## config.mk

```make
export PLATFORM = sky130hd
export DESIGN_NAME = spi_master_ctrl
export DESIGN_NICKNAME = d
export VERILOG_FILES = /design/src/rtl/spi_pkg.sv /design/src/rtl/spi_edge_det.sv /design/src/rtl/spi_master_ctrl.sv
export SDC_FILE = /design/constraint.sdc
export NUM_CORES = 1
export LEC_CHECK = 0
export CORE_MARGIN = 2
export CORE_UTILIZATION = 40
export DETAILED_ROUTE_END_ITERATION = 8
export PLACE_DENSITY = 0.63
export SYNTH_ARGS = -nofsm -noshare
export SYNTH_HDL_FRONTEND = slang
export SYNTH_SLANG_ARGS = --single-unit
```

## constraint.sdc

```tcl
create_clock -name m_clk -period 4.9 [get_ports m_clk]
set_clock_uncertainty 0.15 [all_clocks]
set_input_delay 0.98 -clock m_clk [delete_from_list [all_inputs] [get_ports m_clk]]
set_output_delay 0.98 -clock m_clk [all_outputs]
set_load 0.02 [all_outputs]
```

## src/rtl/spi_pkg.sv

```systemverilog
// Shared types and constants for the SPI mode-0 master controller.
package spi_pkg;

  typedef enum logic [1:0] {
    ST_IDLE  = 2'd0,
    ST_SETUP = 2'd1,
    ST_XFER  = 2'd2,
    ST_HOLD  = 2'd3
  } spi_state_e;

  localparam logic SPI_CPOL = 1'b0;
  localparam logic SPI_CPHA = 1'b0;

  // External clk_div toggles spi_clk after this many enabled m_clk cycles.
  localparam int unsigned CLK_DIV_HALF = 10;

endpackage

```

## src/rtl/spi_edge_det.sv

```systemverilog
// Registers the divided spi_clk in the m_clk domain and flags its edges.
module spi_edge_det
  import spi_pkg::*;
(
  input  logic clk,
  input  logic rst,
  input  logic spi_clk,
  output logic rise,
  output logic fall
);

  logic sclk_d;
  logic sclk_q;

  // Next value of the delayed spi_clk sample.
  always_comb begin
    sclk_d = spi_clk;
  end

  // Delayed spi_clk sample; idles at the mode-0 clock polarity.
  always_ff @(posedge clk or posedge rst) begin
    if (rst) begin
      sclk_q <= SPI_CPOL;
    end else begin
      sclk_q <= sclk_d;
    end
  end

  assign rise = spi_clk & ~sclk_q;
  assign fall = ~spi_clk & sclk_q;

endmodule

```

## src/rtl/spi_master_ctrl.sv

```systemverilog
// SPI mode-0 master: one DATA_W-bit transfer per start, paced by an external
// clock divider that is gated through spi_clk_en.
module spi_master_ctrl
  import spi_pkg::*;
#(
  parameter int unsigned DATA_W    = 8,
  parameter int unsigned CS_SETUP  = 4,
  parameter int unsigned CS_HOLD   = 4,
  parameter bit          MSB_FIRST = 1'b1
) (
  input  logic              m_clk,
  input  logic              rst,
  input  logic              start,
  input  logic [DATA_W-1:0] tx_data,
  output logic              busy,
  output logic              done,
  output logic [DATA_W-1:0] rx_data,
  input  logic              spi_clk,
  output logic              spi_clk_en,
  output logic              cs_n,
  output logic              mosi,
  input  logic              miso
);

  localparam int unsigned      CNT_W      = $clog2(DATA_W + 1);
  localparam logic [CNT_W-1:0] BIT_LAST   = CNT_W'(DATA_W);
  localparam logic [7:0]       SETUP_LAST = 8'(CS_SETUP - 1);
  localparam logic [7:0]       HOLD_LAST  = 8'(CS_HOLD - 1);

  spi_state_e        state_d, state_q;
  logic [DATA_W-1:0] tx_sh_d, tx_sh_q;
  logic [DATA_W-1:0] rx_sh_d, rx_sh_q;
  logic [DATA_W-1:0] rx_data_d, rx_data_q;
  logic [CNT_W-1:0]  bit_cnt_d, bit_cnt_q;
  logic [7:0]        tmr_d, tmr_q;
  logic              busy_d, busy_q;
  logic              done_d, done_q;
  logic              spi_clk_en_d, spi_clk_en_q;
  logic              cs_n_d, cs_n_q;
  logic              mosi_d, mosi_q;
  logic              spi_rise;
  logic              spi_fall;

  spi_edge_det u_edge_det (
    .clk     (m_clk),
    .rst     (rst),
    .spi_clk (spi_clk),
    .rise    (spi_rise),
    .fall    (spi_fall)
  );

  // Transfer sequencing: next state and next value of every registered output.
  always_comb begin
    state_d      = state_q;
    tx_sh_d      = tx_sh_q;
    rx_sh_d      = rx_sh_q;
    rx_data_d    = rx_data_q;
    bit_cnt_d    = bit_cnt_q;
    tmr_d        = tmr_q;
    busy_d       = busy_q;
    done_d       = 1'b0;
    spi_clk_en_d = spi_clk_en_q;
    cs_n_d       = cs_n_q;
    mosi_d       = mosi_q;

    case (state_q)
      ST_IDLE: begin
        if (start) begin
          tx_sh_d   = tx_data;
          rx_sh_d   = '0;
          bit_cnt_d = '0;
          tmr_d     = 8'd0;
          busy_d    = 1'b1;
          cs_n_d    = 1'b0;
          mosi_d    = MSB_FIRST ? tx_data[DATA_W-1] : tx_data[0];
          state_d   = ST_SETUP;
        end else begin
          state_d = ST_IDLE;
        end
      end
      ST_SETUP: begin
        if (tmr_q == SETUP_LAST) begin
          tmr_d        = 8'd0;
          spi_clk_en_d = 1'b1;
          state_d      = ST_XFER;
        end else begin
          tmr_d = tmr_q + 8'd1;
        end
      end
      ST_XFER: begin
        // Rises past the last bit are stray and must not disturb rx_sh.
        if (spi_rise && (bit_cnt_q < BIT_LAST)) begin
          rx_sh_d   = MSB_FIRST ? {rx_sh_q[DATA_W-2:0], miso}
                                : {miso, rx_sh_q[DATA_W-1:1]};
          bit_cnt_d = bit_cnt_q + CNT_W'(1);
        end else if (spi_fall) begin
          if (bit_cnt_q < BIT_LAST) begin
            tx_sh_d = MSB_FIRST ? {tx_sh_q[DATA_W-2:0], 1'b0}
                                : {1'b0, tx_sh_q[DATA_W-1:1]};
            mosi_d  = MSB_FIRST ? tx_sh_q[DATA_W-2] : tx_sh_q[1];
          end else begin
            spi_clk_en_d = 1'b0;
            tmr_d        = 8'd0;
            state_d      = ST_HOLD;
          end
        end else begin
          state_d = ST_XFER;
        end
      end
      ST_HOLD: begin
        if (tmr_q == HOLD_LAST) begin
          tmr_d     = 8'd0;
          cs_n_d    = 1'b1;
          busy_d    = 1'b0;
          done_d    = 1'b1;
          rx_data_d = rx_sh_q;
          state_d   = ST_IDLE;
        end else begin
          tmr_d = tmr_q + 8'd1;
        end
      end
      default: begin
        state_d = ST_IDLE;
      end
    endcase
  end

  // FSM state, datapath and output registers.
  always_ff @(posedge m_clk or posedge rst) begin
    if (rst) begin
      state_q      <= ST_IDLE;
      tx_sh_q      <= '0;
      rx_sh_q      <= '0;
      rx_data_q    <= '0;
      bit_cnt_q    <= '0;
      tmr_q        <= 8'd0;
      busy_q       <= 1'b0;
      done_q       <= 1'b0;
      spi_clk_en_q <= 1'b0;
      cs_n_q       <= 1'b1;
      mosi_q       <= 1'b0;
    end else begin
      state_q      <= state_d;
      tx_sh_q      <= tx_sh_d;
      rx_sh_q      <= rx_sh_d;
      rx_data_q    <= rx_data_d;
      bit_cnt_q    <= bit_cnt_d;
      tmr_q        <= tmr_d;
      busy_q       <= busy_d;
      done_q       <= done_d;
      spi_clk_en_q <= spi_clk_en_d;
      cs_n_q       <= cs_n_d;
      mosi_q       <= mosi_d;
    end
  end

  assign busy       = busy_q;
  assign done       = done_q;
  assign rx_data    = rx_data_q;
  assign spi_clk_en = spi_clk_en_q;
  assign cs_n       = cs_n_q;
  assign mosi       = mosi_q;

endmodule

```

==> metrics.md, run 1 <==
| Metric | Value |
|---|---|
| Final standard cell utilization of the core | 49.3% |
| Area enclosed by the die boundary | ~6000 sq um |
| Overall via count from detail_route | 1,480 |
| Result of the run | completed |
| IO buf count | 25 |
| Bufs on Longest Clock Path | 2 |
| Synthesized-area fraction occupied by ao, oa, aoi and oai cells | 17.1% |
| Mean Syn Cell Area | about 11 sq um |
| Count of maximum capacitance violations | 0 |
| Detailed Route Iter0 Violations | 89 |
| Total routing resource utilization after global routing | 14.2% |
| Yosys warning total | 0 |
| Leakage power figure | approximately 1.1 nW |
| DRC Markers | 0 |
| Pwr/cell area | 471 nW/um^2 |
| Routed WL | 3760 microns |
| Count of buffers added by post-CTS timing repair for setup | 0 |
| Nets | between 200 and 250 |
| Final RePlAce weighted congestion | approximately 0.73 |
| Synth Area in Adders | 4.13% |
| Post-synthesis cell type count | 45 |
| TNS Setup | 0 ns |
| Final slew viol count | 0 |
| Share of synthesized area spent on multiplexers | 9.50% |
| Pin count of the biggest net entering global routing | 44 |
| Routed vias/inst | 5.03 |
| Clk_lat worst skew | 0.30 ns |
| Post-synthesis cell count | 196 |
| Area fraction in and, or, nand and nor cells after synthesis | 15.2% |
| First-pass GRT wire length | approximately 6600 microns |
| Fill cells | ~480 |
| Worst endpoint data arrival time | 2.91 ns |
| Total design power | 1.19 mW |
| Register area share after synthesis | 50.8% |
| Initial antenna violation count | 0 |
| Hold WC Path Type | register to register |
| Worst IR drop on VDD | 0.000370 V |
| XOR/XNOR Fraction of Synth Area | 0.413% |
| Worst Hold Path Cells | 2 |
| Number of gates given a new drive strength after cts | 0 |
| Terminus of the critical flop-to-flop path | bit_cnt_q[3]$_DFFE_PP0P_ |
| Clock root buffer master | clkbuf_8 |
| Nature of the critical path startpoint | input port |
| Post-synthesis instance area | 2120 sq um |
| Number of H-tree branching levels | 2 |
| Cells on worst reg2reg path | 6 |
| Vias in the first global route | around 1,400 |
| DIE WIDTH | ~77 microns |
| Die Ht | 76.8 microns |
| Cell area after placement | 2430 sq um |
| Effective utilization at floorplan | between 40% and 50% |
| Hold buffers post-CTS | 0 |
| Final global-route overflow total | 0 |
| Crit Path Category | input port to register |
| Filler-free cell count of the finished design | 294 |
| Relative slew slack | 21.0% |
| Register-to-register setup slack | between 2 and 2.5 ns |
| TritonRoute pass-1 iters | 4 |
| Hold Path Origin | rx_sh_q[7]$_DFFE_PP0P_ |
| Critical-path maximum fanout | 21 |
| Part of the cycle the worst path needs | about 59% |
| Diodes inserted | 0 |
| Hold Violations, Final | 0 |
| Post-CTS clock slew at the launch and capture registers of the worst setup and hold paths | 0.08 ns |
| Flop and latch count out of synthesis | 43 |
| Proportion of layout cells with a drive suffix above 1 | roughly 15% |
| Worst endpoint required time | 4.94 ns |
| Capture endpoint of the worst hold path | rx_sh_q[7]$_DFFE_PP0P_ |
| Clock tree from TritonCTS | built |
| Endpoints failing setup | 0 |
| Minimum clock period | 2.87 ns |
| Startpoint of the worst-slack reg-to-reg timing path | state_q[0]$_DFFE_PP0P_ |
| Antenna Violating Nets Remaining | 0 |
| Tightest Pin Transition | 1.18 ns |
| Average detailed-routed wire length per instance | 12.8 microns |
| Number of top-level pins | 26 |
| Core Box Area | 5110 sq um |
| Number of clock buffers inserted by TritonCTS | 5 |
| Post-Place Cells | ~290 |
| Placement row count | 26 |
| Signed area change from the synthesized netlist to the final layout | 18.8% |
| Number of sinks driven by the clock tree | 43 |
| Post-synth net total | 216 |
| Maximum operating frequency | 348 MHz |
| Critical Path Sink Type | register |
| Combinational family with the most area after synthesis | compound AO/OA/AOI/OAI gates |
| Unrepaired setup endpoints after global routing | no |
| Final design instance area without fill | 2520 sq um |
| Hpwl dp | 2640 microns |
[critical path, cell delays in order]
cell and delay (ns):
clkdlybuf4s50_1 0.49, nor3b_1 0.18, o21bai_1 0.91, nor2_1 0.13, o22a_1 0.22
[state kept, by name, indices dropped and copies added, names as in the netlist]
name               count
cs_n                   1
u_edge_det.sclk_q      1
busy                   1
tx_sh_q                7
rx_sh_q                8
spi_clk_en             1
mosi                   1
rx_data                8
bit_cnt_q              4
tmr_q                  8
state_q                2
done                   1
[stage by stage]
step / hold slack (ns) / worst slack, ns
3_3_place_gp: 0.320 / 1.79
4_1_cts: 0.346 / 2.05
3_5_place_dp: 0.327 / 1.72
5_1_grt: 0.382 / 1.69
2_1_floorplan: 0.296 / 2.49
6_report: 0.335 / 2.03
[Yosys cell counts, drive strengths merged]
master,number,area (sq um)
dfrtp,42,1050
ha,7,87.6
mux2,9,101
and3,2,13.8
inv,8,30.0
o2bb2ai,2,17.5
nor3b,1,7.51
or3b,1,8.76
o311ai,1,8.76
o31a,1,8.76
dfstp,1,26.3
o22a,2,26.3
or3,1,6.26
o21bai,1,7.51
nor2,16,60.1
mux2i,10,100
or4,1,11.3
a21bo,1,10.0
nand2b,3,26.3
xor2,1,8.76
a2111oi,2,55.1
a21oi,14,70.1
nor2b,3,18.8
nor3,1,5.00
nand3,6,30.0
a31oi,1,6.26
and2b,2,17.5
o22ai,1,6.26
a22o,5,47.6
a211oi,1,7.51
and2,2,12.5
a32o,1,10.0
o21ai,16,80.1
nand2,22,85.1
clkbuf,3,11.3
nand4,1,6.26
buf,3,20.0
and4bb,1,12.5
[final cells by class]
type / count / area (sq um) / area share [%]
clock buffers: 6 / 72.6 / 2.88
well taps: 70 / 87.6 / 3.48
inverters: 8 / 30.0 / 1.19
flip-flops and latches: 43 / 1080 / 42.8
clock inverters: 2 / 12.5 / 0.497
repair buffers: 26 / 258 / 10.2
multi-input cells: 139 / 981 / 38.9
[worst max-delay path by stage]
stage	from	end
3_5_place_dp	spi_clk	bit_cnt_q[3]$_DFFE_PP0P_
2_1_floorplan	start	tmr_q[5]$_DFFE_PP0P_
5_1_grt	state_q[0]$_DFFE_PP0P_	bit_cnt_q[2]$_DFFE_PP0P_
6_report	spi_clk	bit_cnt_q[3]$_DFFE_PP0P_
3_3_place_gp	start	tmr_q[5]$_DFFE_PP0P_
4_1_cts	spi_clk	bit_cnt_q[3]$_DFFE_PP0P_
[power breakdown]
part	switching (mW)	total (mW)	internal (mW)
Combinational	0.281	0.486	0.205
Sequential	0.0509	0.481	0.430
Clock	0.121	0.221	0.0996
[cells in the final DEF (no fill, tap or decap), types with 3 or more instances in the layout]
master and instances:
nor2_1 16, nand3_1 6, a21oi_1 14, nor2b_1 3, ha_1 7, mux2_2 9, o21ai_0 16, a22o_2 3
clkdlybuf4s50_1 25, inv_1 7, mux2i_1 10, dfrtp_1 42, clkbuf_8 5, nand2_1 21
[cells by family after synthesis]
group                    after synthesis
AO/OA/AOI/OAI                         49
XOR/XNOR                               1
adder cells (fa/ha/maj)                7
buffers and inverters                 14
flip-flops                            43
multiplexers                          19
AND/OR/NAND/NOR                       63
[routing by layer]
metal	global-route usage (%)	share of wire (%)	routed length (microns)
met5	0	0	0
met4	6.00	1.3	50
met3	4.82	3.9	148
met2	19.8	44	1670
met1	20.1	50	1890
Note: power is estimated with default switching activity, not from simulation.
==> run 2, diff against run 1 <==
Clock period 4.9 ns to 2.9 ns, I/O delays scaled along.
==> metrics.md, run 2 (synthesis gave the netlist of run 1 again) <==
| Metric | Value |
|---|---|
| Result of the run | completed |
| Number of H-tree branching levels | 2 (unchanged) |
| Leading cell type in the layout, fill and taps excluded | dfrtp_1 |
| Placement row count | 26 (unchanged) |
| Effective utilization at floorplan | 41.5% (unchanged) |
| Unrepaired setup endpoints after global routing | no |
| TNS Setup | 0 ns (unchanged) |
| Final slew viol count | 0 (unchanged) |
| Tightest Pin Transition | 0.745 ns (-0.439 ns) |
| Routed vias/inst | 5.01 (-0.54%) |
| Pwr/cell area | 802 nW/um^2 (+70%) |
| Antenna Violating Nets Remaining | 0 (unchanged) |
| Largest incremental delay on the critical path | 0.56 ns (-0.35 ns) |
| Detailed Route Iter0 Violations | 74 (-17%) |
| Crit Path Category | input port to register |
| Total buffers and inverters traversed by the critical path | 1 (unchanged) |
| Clock root buffer master | clkbuf_8 |
| Total routing resource utilization after global routing | 14.5% (+0.27 points) |
| Worst IR drop on VDD | 0.000484 V (+31%) |
| Diodes inserted | 0 (unchanged) |
| Number of clock buffers inserted by TritonCTS | 5 (unchanged) |
| Critical path's slowest cell | a2111oi_4 |
| Count of buffers added by post-CTS timing repair for setup | 0 (unchanged) |
| Critical Path Sink Type | register |
| Clk_lat worst skew | 0.29 ns (about the same) |
| Hold buffers post-CTS | 0 (unchanged) |
| Nets | 247 (+1.6%) |
| Amount of wire on met3 after detailed routing | 145 microns (-2.0%) |
| Signed area change from the synthesized netlist to the final layout | 20.8% |
| DRC Markers | 0 (unchanged) |
| Cell-by-cell listing of the critical path | clkdlybuf4s50_1, and2b_2, a2111oi_4, a21bo_2, a22o_2 |
| Pin count of the biggest net entering global routing | 25 (-43%) |
| DIE WIDTH | 76.8 microns (unchanged) |
| Bufs on Longest Clock Path | 2 (unchanged) |
| Worst endpoint required time | 2.94 ns (-2.00 ns) |
| Cells on worst reg2reg path | 6 (unchanged) |
| Routed WL | 3820 microns (+1.5%) |
| Overall via count from detail_route | 1,492 (+0.81%) |
| WP depth | 5 (unchanged) |
| Number of top-level pins | 26 (unchanged) |
| Critical-path maximum fanout | 10 (-52%) |
| Relative slew slack | 50.1% (+29 points) |
| Final RePlAce weighted congestion | 0.779 (+6.4%) |
| Part of the cycle the worst path needs | 84.0% |
| Leakage power figure | 1.12 nW (+2.2%) |
| Cell area after placement | 2480 sq um (+1.7%) |
| Final global-route overflow total | 0 (unchanged) |
| Number of sinks driven by the clock tree | 43 (unchanged) |
| Initial antenna violation count | 0 (unchanged) |
| Endpoints failing setup | 0 (unchanged) |
| First-pass GRT wire length | 6780 microns (+2.2%) |
| Clock tree from TritonCTS | built |
| Final standard cell utilization of the core | 50.1% (+0.83 points) |
| Hold slack final | 0.347 ns (+0.0120 ns) |
| Count of maximum capacitance violations | 0 (unchanged) |
| Area enclosed by the die boundary | 5900 sq um (unchanged) |
| Hpwl dp | 2800 microns (+6.1%) |
| Post-CTS clock slew at the launch and capture registers of the worst setup and hold paths | 0.08 ns (about the same) |
| Core Box Area | 5110 sq um (unchanged) |
| Proportion of layout cells with a drive suffix above 1 | 16.2% (+1.5 points) |
| Vias in the first global route | 1,395 (+1.8%) |
| Minimum clock period | 2.44 ns |
| Worst Hold Path Cells | 2 (unchanged) |
| Top library cells by usage in the layout, fill and taps aside | 42 x dfrtp_1, 25 x clkdlybuf4s50_1, 21 x nand2_1, 16 x nor2_1, 16 x o21ai_0 |
| Worst endpoint data arrival time | 2.47 ns (-0.44 ns) |
| Hold WC Path Type | register to register |
| Average detailed-routed wire length per instance | 12.8 microns (+0.13%) |
| Top cell family by delay on the critical path | compound AO/OA/AOI/OAI gates |
| Hold Violations, Final | 0 (unchanged) |
| Number of gates given a new drive strength after cts | 0 (unchanged) |
| IO buf count | 25 (unchanged) |
| Nature of the critical path startpoint | input port |
| TritonRoute pass-1 iters | 4 (unchanged) |
| Met2 routed wirelength | 1660 microns (-0.96%) |
| Die Ht | 76.8 microns (unchanged) |
| Fill cells | 478 (-1.0%) |
| Maximum operating frequency | 411 MHz |
| Top layer reached by signal wires | met4 |
| Met1 WL | 1950 microns (+3.1%) |
| Final design instance area without fill | 2560 sq um (+1.7%) |
## run 2: cell types whose count changed in the layout (fill, tap and decap cells not counted)
cell	before	now
buf_12	0	1
buf_4	1	4
## run 2: report_power, final
part	internal, mW	leakage [nW]	switching (mW)	total (mW)
registers	0.726	0.558	0.0897	0.816
clock network	0.168	0.0412	0.205	0.373
logic	0.384	0.520	0.481	0.865
## run 2: final timing paths
path	start	endpoint	slack, ns
setup / recovery	start	tmr_q[5]$_DFFE_PP0P_	0.46
min in group asynchronous	rst	rx_data[7]$_DFFE_PP0P_	0.48
max in group asynchronous	rst	cs_n$_DFFE_PP1P_	1.54
setup reg to reg	state_q[1]$_DFFE_PP0P_	tmr_q[5]$_DFFE_PP0P_	0.53
hold reg to reg	rx_sh_q[7]$_DFFE_PP0P_	rx_sh_q[7]$_DFFE_PP0P_	0.35
hold / removal	rx_sh_q[7]$_DFFE_PP0P_	rx_sh_q[7]$_DFFE_PP0P_	0.35
## run 2: per-layer routing
layer | up-vias | GRT usage (%)
li1 | 758 | -
met1 | 705 | 20.5
met2 | 23 | 20.6
met3 | 6 | 4.71
met4 | 0 | 5.45
met5 | - | 0
## run 2: area by class of cell
cell class	count	area [sq um]	share of cell area, %
clock buffer	6	72.6	2.83
clock inverter	2	12.5	0.489
inverter	8	30.0	1.17
multi-input combinational	139	981	38.3
sequential	43	1080	42.1
tap	70	87.6	3.42
timing repair buffer	30	300	11.7
## run 2: worst reg2reg max path: cells and delay by family, from the launching register on
| kind | cells | cell delay (ns) |
|---|---|---|
| DFF | 1 | 0.43 |
| and+or+nand+nor | 1 | 0.24 |
| AOI/OAI and AO/OA | 3 | 1.08 |
| buffers and inverters | 1 | 0.09 |
| adders and majority gates | 1 | 0.26 |
## run 2: per-stage QoR
| step | power [mW] | setup slack (ns) | instances |
|---|---|---|---|
| floorplan | 1.48 | 0.777 | 196 |
| global placement | 1.69 | 0.184 | 290 |
| detailed placement | 1.70 | 0.159 | 290 |
| CTS | 2.08 | 0.482 | 298 |
| global route | 2.23 | 0.391 | 298 |
| finish | 2.05 | 0.464 | 298 |
